[src/rtl/mem_req_initiator.sv]
// Generic single-clock FIFO: circular storage, wrapping pointers, occupancy count.
// Latency: pushed data is visible at the head the cycle after the push.
// Backpressure: the caller must not push when full or pop when empty.
module sync_fifo #(
    parameter int WIDTH = 8,
    parameter int DEPTH = 4,
    parameter int CW    = $clog2(DEPTH + 1)
) (
    input  logic             clk,
    input  logic             rst,
    input  logic             push,
    input  logic [WIDTH-1:0] push_dat,
    input  logic             pop,
    output logic [WIDTH-1:0] pop_dat,
    output logic [CW-1:0]    count
);
    localparam int AW = (DEPTH > 1) ? $clog2(DEPTH) : 1;

    logic [WIDTH-1:0] mem [DEPTH];
    logic [AW-1:0]    wr_ptr;
    logic [AW-1:0]    rd_ptr;

    assign pop_dat = mem[rd_ptr];

    always_ff @(posedge clk) begin
        if (push) begin
            mem[wr_ptr] <= push_dat;
        end
    end

    // DEPTH is a power of two, so the pointers wrap naturally.
    always_ff @(posedge clk) begin
        if (rst) begin
            wr_ptr <= '0;
            rd_ptr <= '0;
            count  <= '0;
        end else begin
            if (push) wr_ptr <= wr_ptr + AW'(1);
            if (pop)  rd_ptr <= rd_ptr + AW'(1);
            case ({push, pop})
                2'b10:   count <= count + CW'(1);
                2'b01:   count <= count - CW'(1);
                default: count <= count;
            endcase
        end
    end
endmodule

// Queues read/write commands and runs them one at a time on the init/busy memory responder.
// Latency: rsp_valid rises CYCLES+3 after the pop, CYCLES+4 after accept into an empty idle block.
// Backpressure: cmd_ready low while the queue is full; the response is held until rsp_ready.
module mem_req_initiator #(
    parameter int DATA_WIDTH = 8,
    parameter int ADDR_WIDTH = 8,
    parameter int FIFO_DEPTH = 4,
    parameter int TIMEOUT    = 64
) (
    input  logic                              clk,
    input  logic                              rst,
    input  logic                              cmd_valid,
    output logic                              cmd_ready,
    input  logic                              cmd_wr,
    input  logic [ADDR_WIDTH-1:0]             cmd_addr,
    input  logic [DATA_WIDTH-1:0]             cmd_wdata,
    output logic                              rsp_valid,
    input  logic                              rsp_ready,
    output logic                              rsp_wr,
    output logic [DATA_WIDTH-1:0]             rsp_rdata,
    output logic                              rsp_err,
    output logic                              mem_init,
    output logic                              mem_wr,
    output logic [ADDR_WIDTH-1:0]             mem_addr,
    output logic [DATA_WIDTH-1:0]             mem_wdata,
    input  logic [DATA_WIDTH-1:0]             mem_rdata,
    input  logic                              mem_busy,
    output logic [$clog2(FIFO_DEPTH+1)-1:0]   pending,
    output logic                              idle
);
    localparam int CW = $clog2(FIFO_DEPTH + 1);
    localparam int WW = $clog2(TIMEOUT + 1);
    localparam logic [CW-1:0] FULL    = CW'(FIFO_DEPTH);
    localparam logic [WW-1:0] WD_LAST = WW'(TIMEOUT - 1);

    typedef struct packed {
        logic                  wr;
        logic [ADDR_WIDTH-1:0] addr;
        logic [DATA_WIDTH-1:0] wdata;
    } cmd_t;

    typedef enum logic [2:0] {
        IDLE,
        ISSUE,
        WAIT_START,
        WAIT_DONE,
        RESP
    } state_t;

    state_t                state_q, state_d;
    cmd_t                  push_dat, head;
    logic                  push, pop;
    logic [WW-1:0]         wd_q;
    logic                  wd_inc;
    logic                  rsp_load;
    logic                  rsp_err_d;
    logic [DATA_WIDTH-1:0] rsp_rdata_d;

    assign cmd_ready = (pending != FULL);
    assign push      = cmd_valid & cmd_ready;
    assign push_dat  = '{wr: cmd_wr, addr: cmd_addr, wdata: cmd_wdata};
    assign idle      = (state_q == IDLE) && (pending == '0);
    assign rsp_wr    = mem_wr;

    sync_fifo #(
        .WIDTH ($bits(cmd_t)),
        .DEPTH (FIFO_DEPTH),
        .CW    (CW)
    ) u_queue (
        .clk      (clk),
        .rst      (rst),
        .push     (push),
        .push_dat (push_dat),
        .pop      (pop),
        .pop_dat  (head),
        .count    (pending)
    );

    always_ff @(posedge clk) begin
        if (rst) state_q <= IDLE;
        else     state_q <= state_d;
    end

    always_comb begin
        state_d     = state_q;
        pop         = 1'b0;
        mem_init    = 1'b0;
        rsp_valid   = 1'b0;
        wd_inc      = 1'b0;
        rsp_load    = 1'b0;
        rsp_err_d   = 1'b0;
        rsp_rdata_d = '0;
        case (state_q)
            IDLE: begin
                if (pending != '0) begin
                    pop     = 1'b1;
                    state_d = ISSUE;
                end
            end
            ISSUE: begin
                mem_init = 1'b1;
                state_d  = WAIT_START;
            end
            WAIT_START: begin
                wd_inc = 1'b1;
                if (mem_busy) begin
                    state_d = WAIT_DONE;
                end else if (wd_q >= WD_LAST) begin
                    state_d   = RESP;
                    rsp_load  = 1'b1;
                    rsp_err_d = 1'b1;
                end
            end
            WAIT_DONE: begin
                wd_inc = 1'b1;
                // Completion beats the watchdog when both land on the same cycle.
                if (!mem_busy) begin
                    state_d     = RESP;
                    rsp_load    = 1'b1;
                    rsp_rdata_d = mem_wr ? '0 : mem_rdata;
                end else if (wd_q >= WD_LAST) begin
                    state_d   = RESP;
                    rsp_load  = 1'b1;
                    rsp_err_d = 1'b1;
                end
            end
            RESP: begin
                rsp_valid = 1'b1;
                if (rsp_ready) state_d = IDLE;
            end
            default: state_d = IDLE;
        endcase
    end

    // Transaction fields stay put from the pop until the next pop.
    always_ff @(posedge clk) begin
        if (rst) begin
            mem_wr    <= 1'b0;
            mem_addr  <= '0;
            mem_wdata <= '0;
        end else if (pop) begin
            mem_wr    <= head.wr;
            mem_addr  <= head.addr;
            mem_wdata <= head.wdata;
        end
    end

    always_ff @(posedge clk) begin
        if (rst) begin
            wd_q <= '0;
        end else if (pop) begin
            wd_q <= '0;
        end else if (wd_inc) begin
            wd_q <= wd_q + WW'(1);
        end
    end

    always_ff @(posedge clk) begin
        if (rst) begin
            rsp_rdata <= '0;
            rsp_err   <= 1'b0;
        end else if (rsp_load) begin
            rsp_rdata <= rsp_rdata_d;
            rsp_err   <= rsp_err_d;
        end
    end
endmodule

[config.mk]
export PLATFORM = sky130hd
export DESIGN_NAME = mem_req_initiator
export DESIGN_NICKNAME = d
export VERILOG_FILES = /design/src/rtl/mem_req_initiator.sv
export SDC_FILE = /design/constraint.sdc
export NUM_CORES = 1
export LEC_CHECK = 0
export CORE_ASPECT_RATIO = 0.6
export CORE_MARGIN = 2
export CORE_UTILIZATION = 49
export DETAILED_ROUTE_END_ITERATION = 6
export PLACE_DENSITY = 0.76
export RECOVER_POWER = 100
export SYNTH_ARGS = -nofsm -noshare
export SYNTH_HDL_FRONTEND = slang
export SYNTH_SLANG_ARGS = --single-unit
[constraint.sdc]
create_clock -name clk -period 2.2 [get_ports clk]
set_clock_uncertainty 0.1 [all_clocks]
set_input_delay 0.44 -clock clk [delete_from_list [all_inputs] [get_ports clk]]
set_output_delay 0.44 -clock clk [all_outputs]
set_load 0.005 [all_outputs]
==> metrics, run 1 <==
Net Switching 0.00226 W; Die Outline Area 9900 sq um; top cell family by delay on the critical path simple AND/OR/NAND/NOR gates; share of final-layout standard cells stronger than drive strength 1 27.9%; dominant combinational cell family by area after synthesis simple AND/OR/NAND/NOR gates; maximum buffer depth of the clock tree 2; sum of net half-perimeters after detailed placement 5.92 mm; per-cell routed wire length 17.8 microns; pin count of the biggest net entering global routing 26; maximum vdd ir drop 0.591 mV; switching share of power 32.9%; layout filler cell count 626; HP Start mem_addr[4]$_SDFFE_PP0P_; number of antenna violations at the first check in global routing 0; average cell area after synthesis 15.0 sq um; sequential area share after synthesis 65.1%; share of total power in sequential cells 40.1%; largest cells by area after synthesis sky130_fd_sc_hd__edfxtp_1 (46%), sky130_fd_sc_hd__dfxtp_1 (19%), sky130_fd_sc_hd__mux4_2 (8.6%), sky130_fd_sc_hd__a21oi_2 (2.6%), sky130_fd_sc_hd__nand2_1 (2.2%); number of nets in the layout 416; fin util 65.0%; Cells after Synth 297; sinks on the clock net 111; startpoint types flop; transition time at the pin with the least slew margin 0.499 ns; number of synthesized register bits 111; area of the multi-input gates 1430 sq um; path category of the worst min-delay check flop to flop; number of placement rows 26; number of synthesis warnings 0; ratio of final minimum period to clock period 101%; global route overflow 0; post-placement setup slack -0.120 ns; number of maximum-capacitance violations 0; number of port buffers 63; growth of design area from synthesis to finish 26.7%; P_leak 1.93 nW; total number of vias 2644; worst-case headroom to the max-slew limit 66.7%; DR vias/cell 5.32; Overall Global Routing Usage 19.0%; worst setup path startpoint u_queue.count[2]$_SDFFE_PP0P_; remaining design rule violation count 0; element type at the critical path end flop; Clk network pwr share 21.8%; worst endpoint required time 2.39 ns; fraction of power consumed by combinational cells 38.1%; remaining antenna violation count 0; multiplexer share of the synthesized area 8.81%; leading cell type in the layout, fill and taps excluded sky130_fd_sc_hd__edfxtp_1; final weighted congestion in routability-driven placement 0.765; Netlist Area Pre-Place 4460 sq um; buffer cell driving the clock tree root sky130_fd_sc_hd__clkbuf_16; first-pass GRT wire length 14.1 mm; sum of buffers and inverters on the critical path 2; setup slack of the critical path after layout -0.0226 ns; max-slew violations 0; clock tree from TritonCTS built; critical path start-end classification flop to flop; syn nets 334; Hold Violations, Final 0; number of global-route vias before repair 2698; flip-flop cell with the highest count after synthesis sky130_fd_sc_hd__edfxtp_1; final instance area 5650 sq um; Compound-Gate Fraction of Synth Area 7.24%; starting density of the core 51.3%; total I/O pin count 64; final-report setup violation count 1; area fraction in and, or, nand and nor cells after synthesis 11.0%; RSZ-0062 raised after global routing true; depth of the CTS H-tree 3; chip width 127 microns; violations in the final reports setup timing; post-synthesis share of cell area spent on xor and xnor gates 2.16%; number of DRC markers after the initial detailed-route iteration 233; Die Span Y 77.9 microns; power density of the placed cells 1220 nW/um^2; master of the slowest instance on the critical path sky130_fd_sc_hd__or3b_4; Arr. time, crit path 2.41 ns; most area-hungry cell type in the Yosys netlist sky130_fd_sc_hd__edfxtp_1; instance area after placement 5340 sq um; power after layout 0.00687 W; adder-cell share of the synthesized area 2.13%; share of Yosys cell area claimed by the top area cell type 45.8%; run status finished, violations left; most frequent cells in the layout sky130_fd_sc_hd__edfxtp_1 (68), sky130_fd_sc_hd__clkdlybuf4s50_1 (41), sky130_fd_sc_hd__dfxtp_1 (40), sky130_fd_sc_hd__nand2_1 (26), sky130_fd_sc_hd__buf_4 (18); launching point of the worst reg2reg path u_queue.count[2]$_SDFFE_PP0P_; internal portion of total power 0.00461 W; clock latency of the later-clocked register in the worst-skew pair 0.35 ns; post-CTS clock slew at the launch and capture registers of the worst setup and hold paths 0.07 ns; CTS Buf Count 9; ys async rst share 0%; CORE AREA 8690 sq um; routed wire length 8.83 mm; number of enable flip-flop cells after synthesis 68; DR pass1 iterations 4; f_max 450 MHz; series of cell instances along the critical path or3b_4, and2_4, inv_4, ha_4, inv_2, fa_2, xor2_1, or3_1, a21oi_2; final period demand of the worst path 2.22 ns; Slowest Stage Delay on Critical Path 0.38 ns; distinct cell type count of the synthesized netlist 48; top fanout value on the critical path 2; sequential cell area 2910 sq um
## sequential cells by signal, indices dropped and copies added, names as in the netlist
| signal | count |
|---|---|
| mem_addr | 8 |
| mem_wdata | 8 |
| mem_wr | 1 |
| rsp_err | 1 |
| rsp_rdata | 8 |
| state_q | 3 |
| u_queue.count | 3 |
| u_queue.mem | 68 |
| u_queue.rd_ptr | 2 |
| u_queue.wr_ptr | 2 |
| wd_q | 7 |
## cells in the mapped netlist (all sizes together) (2+ instances only)
master / instances
edfxtp: 68
dfxtp: 43
nand2: 39
a21oi: 26
mux4: 17
nor3: 13
buf: 12
inv: 12
a22o: 8
nor2: 8
xor2: 7
ha: 6
and3: 5
nand4: 4
o21ai: 4
xnor2: 4
and2: 2
clkbuf: 2
nand3: 2
or3: 2
## what timing repair did
action,CTS,global route
resized for setup,11,2
pin swaps,1,0
setup endpoints to repair,5,2
buffers inserted,1,0
hold buffers,0,0
## power groups by stage
stage | Clock [W] | Sequential, W | Combinational (W)
finish | 0.00150 | 0.00276 | 0.00262
detailed placement | 0 | 0.00280 | 0.00258
CTS | 0.00154 | 0.00276 | 0.00265
global route | 0.00161 | 0.00279 | 0.00283
floorplan | 0 | 0.00279 | 0.00166
global placement | 0 | 0.00277 | 0.00252
## per-layer routing
layer  GRT usage [%]  vias up  wire [microns]
met5               0        -               0
met4            6.26        0             119
met3            5.66       15             339
met2            29.9       53            4260
met1            25.6     1310            4110
li1                -     1266               -
## worst register-to-register path, cell delays in order (launching register included)
cell	delay (ns)
sky130_fd_sc_hd__dfxtp_2	0.33
sky130_fd_sc_hd__or3b_4	0.38
sky130_fd_sc_hd__and2_4	0.18
sky130_fd_sc_hd__inv_4	0.06
sky130_fd_sc_hd__ha_4	0.12
sky130_fd_sc_hd__inv_2	0.03
sky130_fd_sc_hd__fa_2	0.32
sky130_fd_sc_hd__xor2_1	0.16
sky130_fd_sc_hd__or3_1	0.34
sky130_fd_sc_hd__a21oi_2	0.12
## kinds of logic after synthesis
group | count (synthesis)
adder cells (fa/ha/maj) | 7
buffers and inverters | 26
flip-flops | 111
AO/OA/AOI/OAI | 44
multiplexers | 18
XOR/XNOR | 11
AND/OR/NAND/NOR | 80
## path summary, 6_finish.rpt
path | depth (start not counted) | end | slack (ns)
setup / recovery | 9 | u_queue.count[2]$_SDFFE_PP0P_ | -0.02
hold reg to reg | 2 | mem_addr[4]$_SDFFE_PP0P_ | 0.36
hold / removal | 2 | mem_addr[4]$_SDFFE_PP0P_ | 0.36
setup reg to reg | 9 | u_queue.count[2]$_SDFFE_PP0P_ | -0.02
## cell type report
class	count	area share [%]
Sequential cell	111	51.5
Timing Repair Buffer	85	14.9
Multi-Input combinational cell	160	25.3
Clock buffer	10	4.05
Antenna cell	1	0.0443
Tap cell	112	2.48
Clock inverter	6	0.797
Inverter	12	0.975
## through the flow
stage               hold WS [ns]  cells  setup TNS, ns
finish                     0.356    497        -0.0226
global route               0.371    496        -0.0716
CTS                        0.345    496       -0.00826
detailed placement         0.347    479         -0.120
global placement           0.344    479        -0.0699
floorplan                  0.353    297        -0.0792
Power figures use the tool's default switching activity.
==> inputs of run 2 (changes only) <==
CORE_UTILIZATION = 50   (was 49)
CTS_BUF_LIST = sky130_fd_sc_hd__clkbuf_4   (was default)
PLACE_DENSITY = 0.77   (was 0.76)
==> metrics, run 2 (synthesis gave the netlist of run 1 again) <==
CTS Buf Count 9 (unchanged); critical path start-end classification flop to flop; Overall Global Routing Usage 19.1% (+0.036 points); routed wire length 8.67 mm (-1.8%); master of the slowest instance on the critical path sky130_fd_sc_hd__or3b_4; number of antenna violations at the first check in global routing 0 (unchanged); DR pass1 iterations 4 (unchanged); Arr. time, crit path 2.51 ns (+0.10 ns); run status finished, violations left; final instance area 5550 sq um (-1.8%); ratio of final minimum period to clock period 101% (-0.16 points); growth of design area from synthesis to finish 24.4%; sequential cell area 2910 sq um (about the same); share of final-layout standard cells stronger than drive strength 1 28.1% (+0.19 points); transition time at the pin with the least slew margin 0.487 ns (-0.0119 ns); CORE AREA 8590 sq um (-1.1%); maximum vdd ir drop 0.671 mV (+14%); top fanout value on the critical path 2 (unchanged); sum of net half-perimeters after detailed placement 5.93 mm (+0.18%); final weighted congestion in routability-driven placement 0.771 (+0.82%); Worst Hold Slack 0.323 ns (-0.0336 ns); final non-filler cell total 497 (unchanged); setup slack of the critical path after layout -0.0191 ns (+0.00350 ns); worst r2r path cells 9 (unchanged); instance area after placement 5350 sq um (about the same); hold path depth 2 (unchanged); Slowest Stage Delay on Critical Path 0.40 ns (+0.02 ns); Antenna diodes 0 (-1); pin count of the biggest net entering global routing 26 (unchanged); maximum buffer depth of the clock tree 2 (unchanged); leading cell type in the layout, fill and taps excluded sky130_fd_sc_hd__edfxtp_1; number of maximum-capacitance violations 0 (unchanged); starting density of the core 51.9% (+0.58 points); RSZ-0062 raised after global routing true; global route overflow 0 (unchanged); number of global-route vias before repair 2741 (+1.6%); worst-case headroom to the max-slew limit 67.5% (+0.84 points); final period demand of the worst path 2.22 ns (-0.00350 ns); most frequent cells in the layout sky130_fd_sc_hd__edfxtp_1 (68), sky130_fd_sc_hd__clkdlybuf4s50_1 (41), sky130_fd_sc_hd__dfxtp_1 (39), sky130_fd_sc_hd__nand2_1 (26), sky130_fd_sc_hd__buf_4 (18); clock tree from TritonCTS built; Die Outline Area 9710 sq um (-1.9%); fin util 64.6% (-0.43 points); cell count after placement 478 (-0.21%); DR vias/cell 5.29 (-0.49%); element type at the critical path end flop; post-CTS clock slew at the launch and capture registers of the worst setup and hold paths 0.15 ns (+0.08 ns); path category of the worst min-delay check input pin to flop; depth of the CTS H-tree 3 (unchanged); violations in the final reports setup timing; total I/O pin count 64 (unchanged); post-placement setup slack -0.151 ns (-0.0313 ns); final-report setup violation count 1 (unchanged); remaining antenna violation count 0 (unchanged); Hold Violations, Final 0 (unchanged); sinks on the clock net 111 (unchanged); clock latency of the later-clocked register in the worst-skew pair 0.45 ns (+0.10 ns); P_leak 1.89 nW (-2.1%); chip width 126 microns (-0.97%); Die Span Y 77.2 microns (-0.96%); number of DRC markers after the initial detailed-route iteration 223 (-4.3%); startpoint types flop; max-slew violations 0 (unchanged); f_max 451 MHz (+0.16%); register bank with the most flops u_queue.mem; power density of the placed cells 1160 nW/um^2 (-4.3%); per-cell routed wire length 17.4 microns (-1.8%); layout filler cell count 657 (+5.0%); series of cell instances along the critical path or3b_4, and2_4, inv_4, ha_4, inv_2, fa_2, xor2_1, or3_1, a21oi_2; number of placement rows 26 (unchanged); remaining design rule violation count 0 (unchanged); number of nets in the layout 417 (+0.24%); first-pass GRT wire length 14.0 mm (-0.15%); worst endpoint required time 2.49 ns (+0.10 ns); number of flip-flops in the largest register 68 (unchanged); number of port buffers 63 (unchanged); area of the multi-input gates 1430 sq um (unchanged); total number of vias 2631 (-0.49%); buffer cell driving the clock tree root sky130_fd_sc_hd__clkbuf_4; hold_buf cts 0 (unchanged)
-- run 2: cell count changes in the layout (fill, tap and decap cells not counted), sizes merged --
| cell | before | now |
|---|---|---|
| buf | 23 | 24 |
| bufinv | 0 | 2 |
| clkbuf | 10 | 9 |
| clkinv | 2 | 3 |
| clkinvlp | 3 | 2 |
| diode | 1 | 0 |
| inv | 13 | 12 |
-- run 2: final cells by class --
class,count,area share [%]
well taps,112,2.53
inverters,12,0.992
repair buffers,86,15.5
clock inverters,7,1.58
clock buffers,9,1.22
multi-input cells,160,25.8
flip-flops and latches,111,52.4
-- run 2: worst paths after layout --
path,start,endpoint,slack [ns]
hold / removal,rst,mem_addr[3]$_SDFFE_PP0P_,0.32
setup reg to reg,u_queue.count[0]$_SDFFE_PP0P_,u_queue.count[2]$_SDFFE_PP0P_,-0.02
setup / recovery,u_queue.count[0]$_SDFFE_PP0P_,u_queue.count[2]$_SDFFE_PP0P_,-0.02
hold reg to reg,mem_wdata[0]$_SDFFE_PP0P_,mem_wdata[0]$_SDFFE_PP0P_,0.37
-- run 2: per-stage QoR --
stage | total power, W | setup TNS [ns]
6_report | 0.00646 | -0.0191
5_1_grt | 0.00687 | -0.140
4_1_cts | 0.00651 | -0.205
3_5_place_dp | 0.00539 | -0.151
3_3_place_gp | 0.00531 | -0.0756
2_1_floorplan | 0.00446 | -0.0792
-- run 2: report_power, final --
part	switching (W)	internal [W]	leakage [nW]
Sequential	0.000165	0.00257	0.976
Clock	0.000620	0.000452	0.0770
Combinational	0.00135	0.00129	0.838
Total	0.00214	0.00432	1.89
-- run 2: what timing repair did --
action | CTS | global route
pin swaps | 1 | 2
endpoints found under the setup margin | 5 | 3
resized for setup | 9 | 5
gates cloned | 0 | 0
buffers inserted | 2 | 1
-- run 2: critical path, delay by kind of cell, from the launching register on --
kind	cells	cell delay (ns)
AND/OR/NAND/NOR	3	0.90
adder cells (fa/ha/maj)	2	0.44
flip-flops	1	0.35
XOR/XNOR	1	0.15
AO/OA/AOI/OAI	1	0.12
buffers and inverters	2	0.08
-- run 2: routing by layer --
metal	GRT usage, %	part of all wire, %
met5	0	0
met3	4.95	3.2
met2	31.1	49
met4	5.60	0.93
met1	25.5	47
==> inputs of run 3 (changes only) <==
SLEW_MARGIN = 15   (was default)
==> results of run 3 <==
No change in the layout: final DEF, timing and power equal those of run 2.
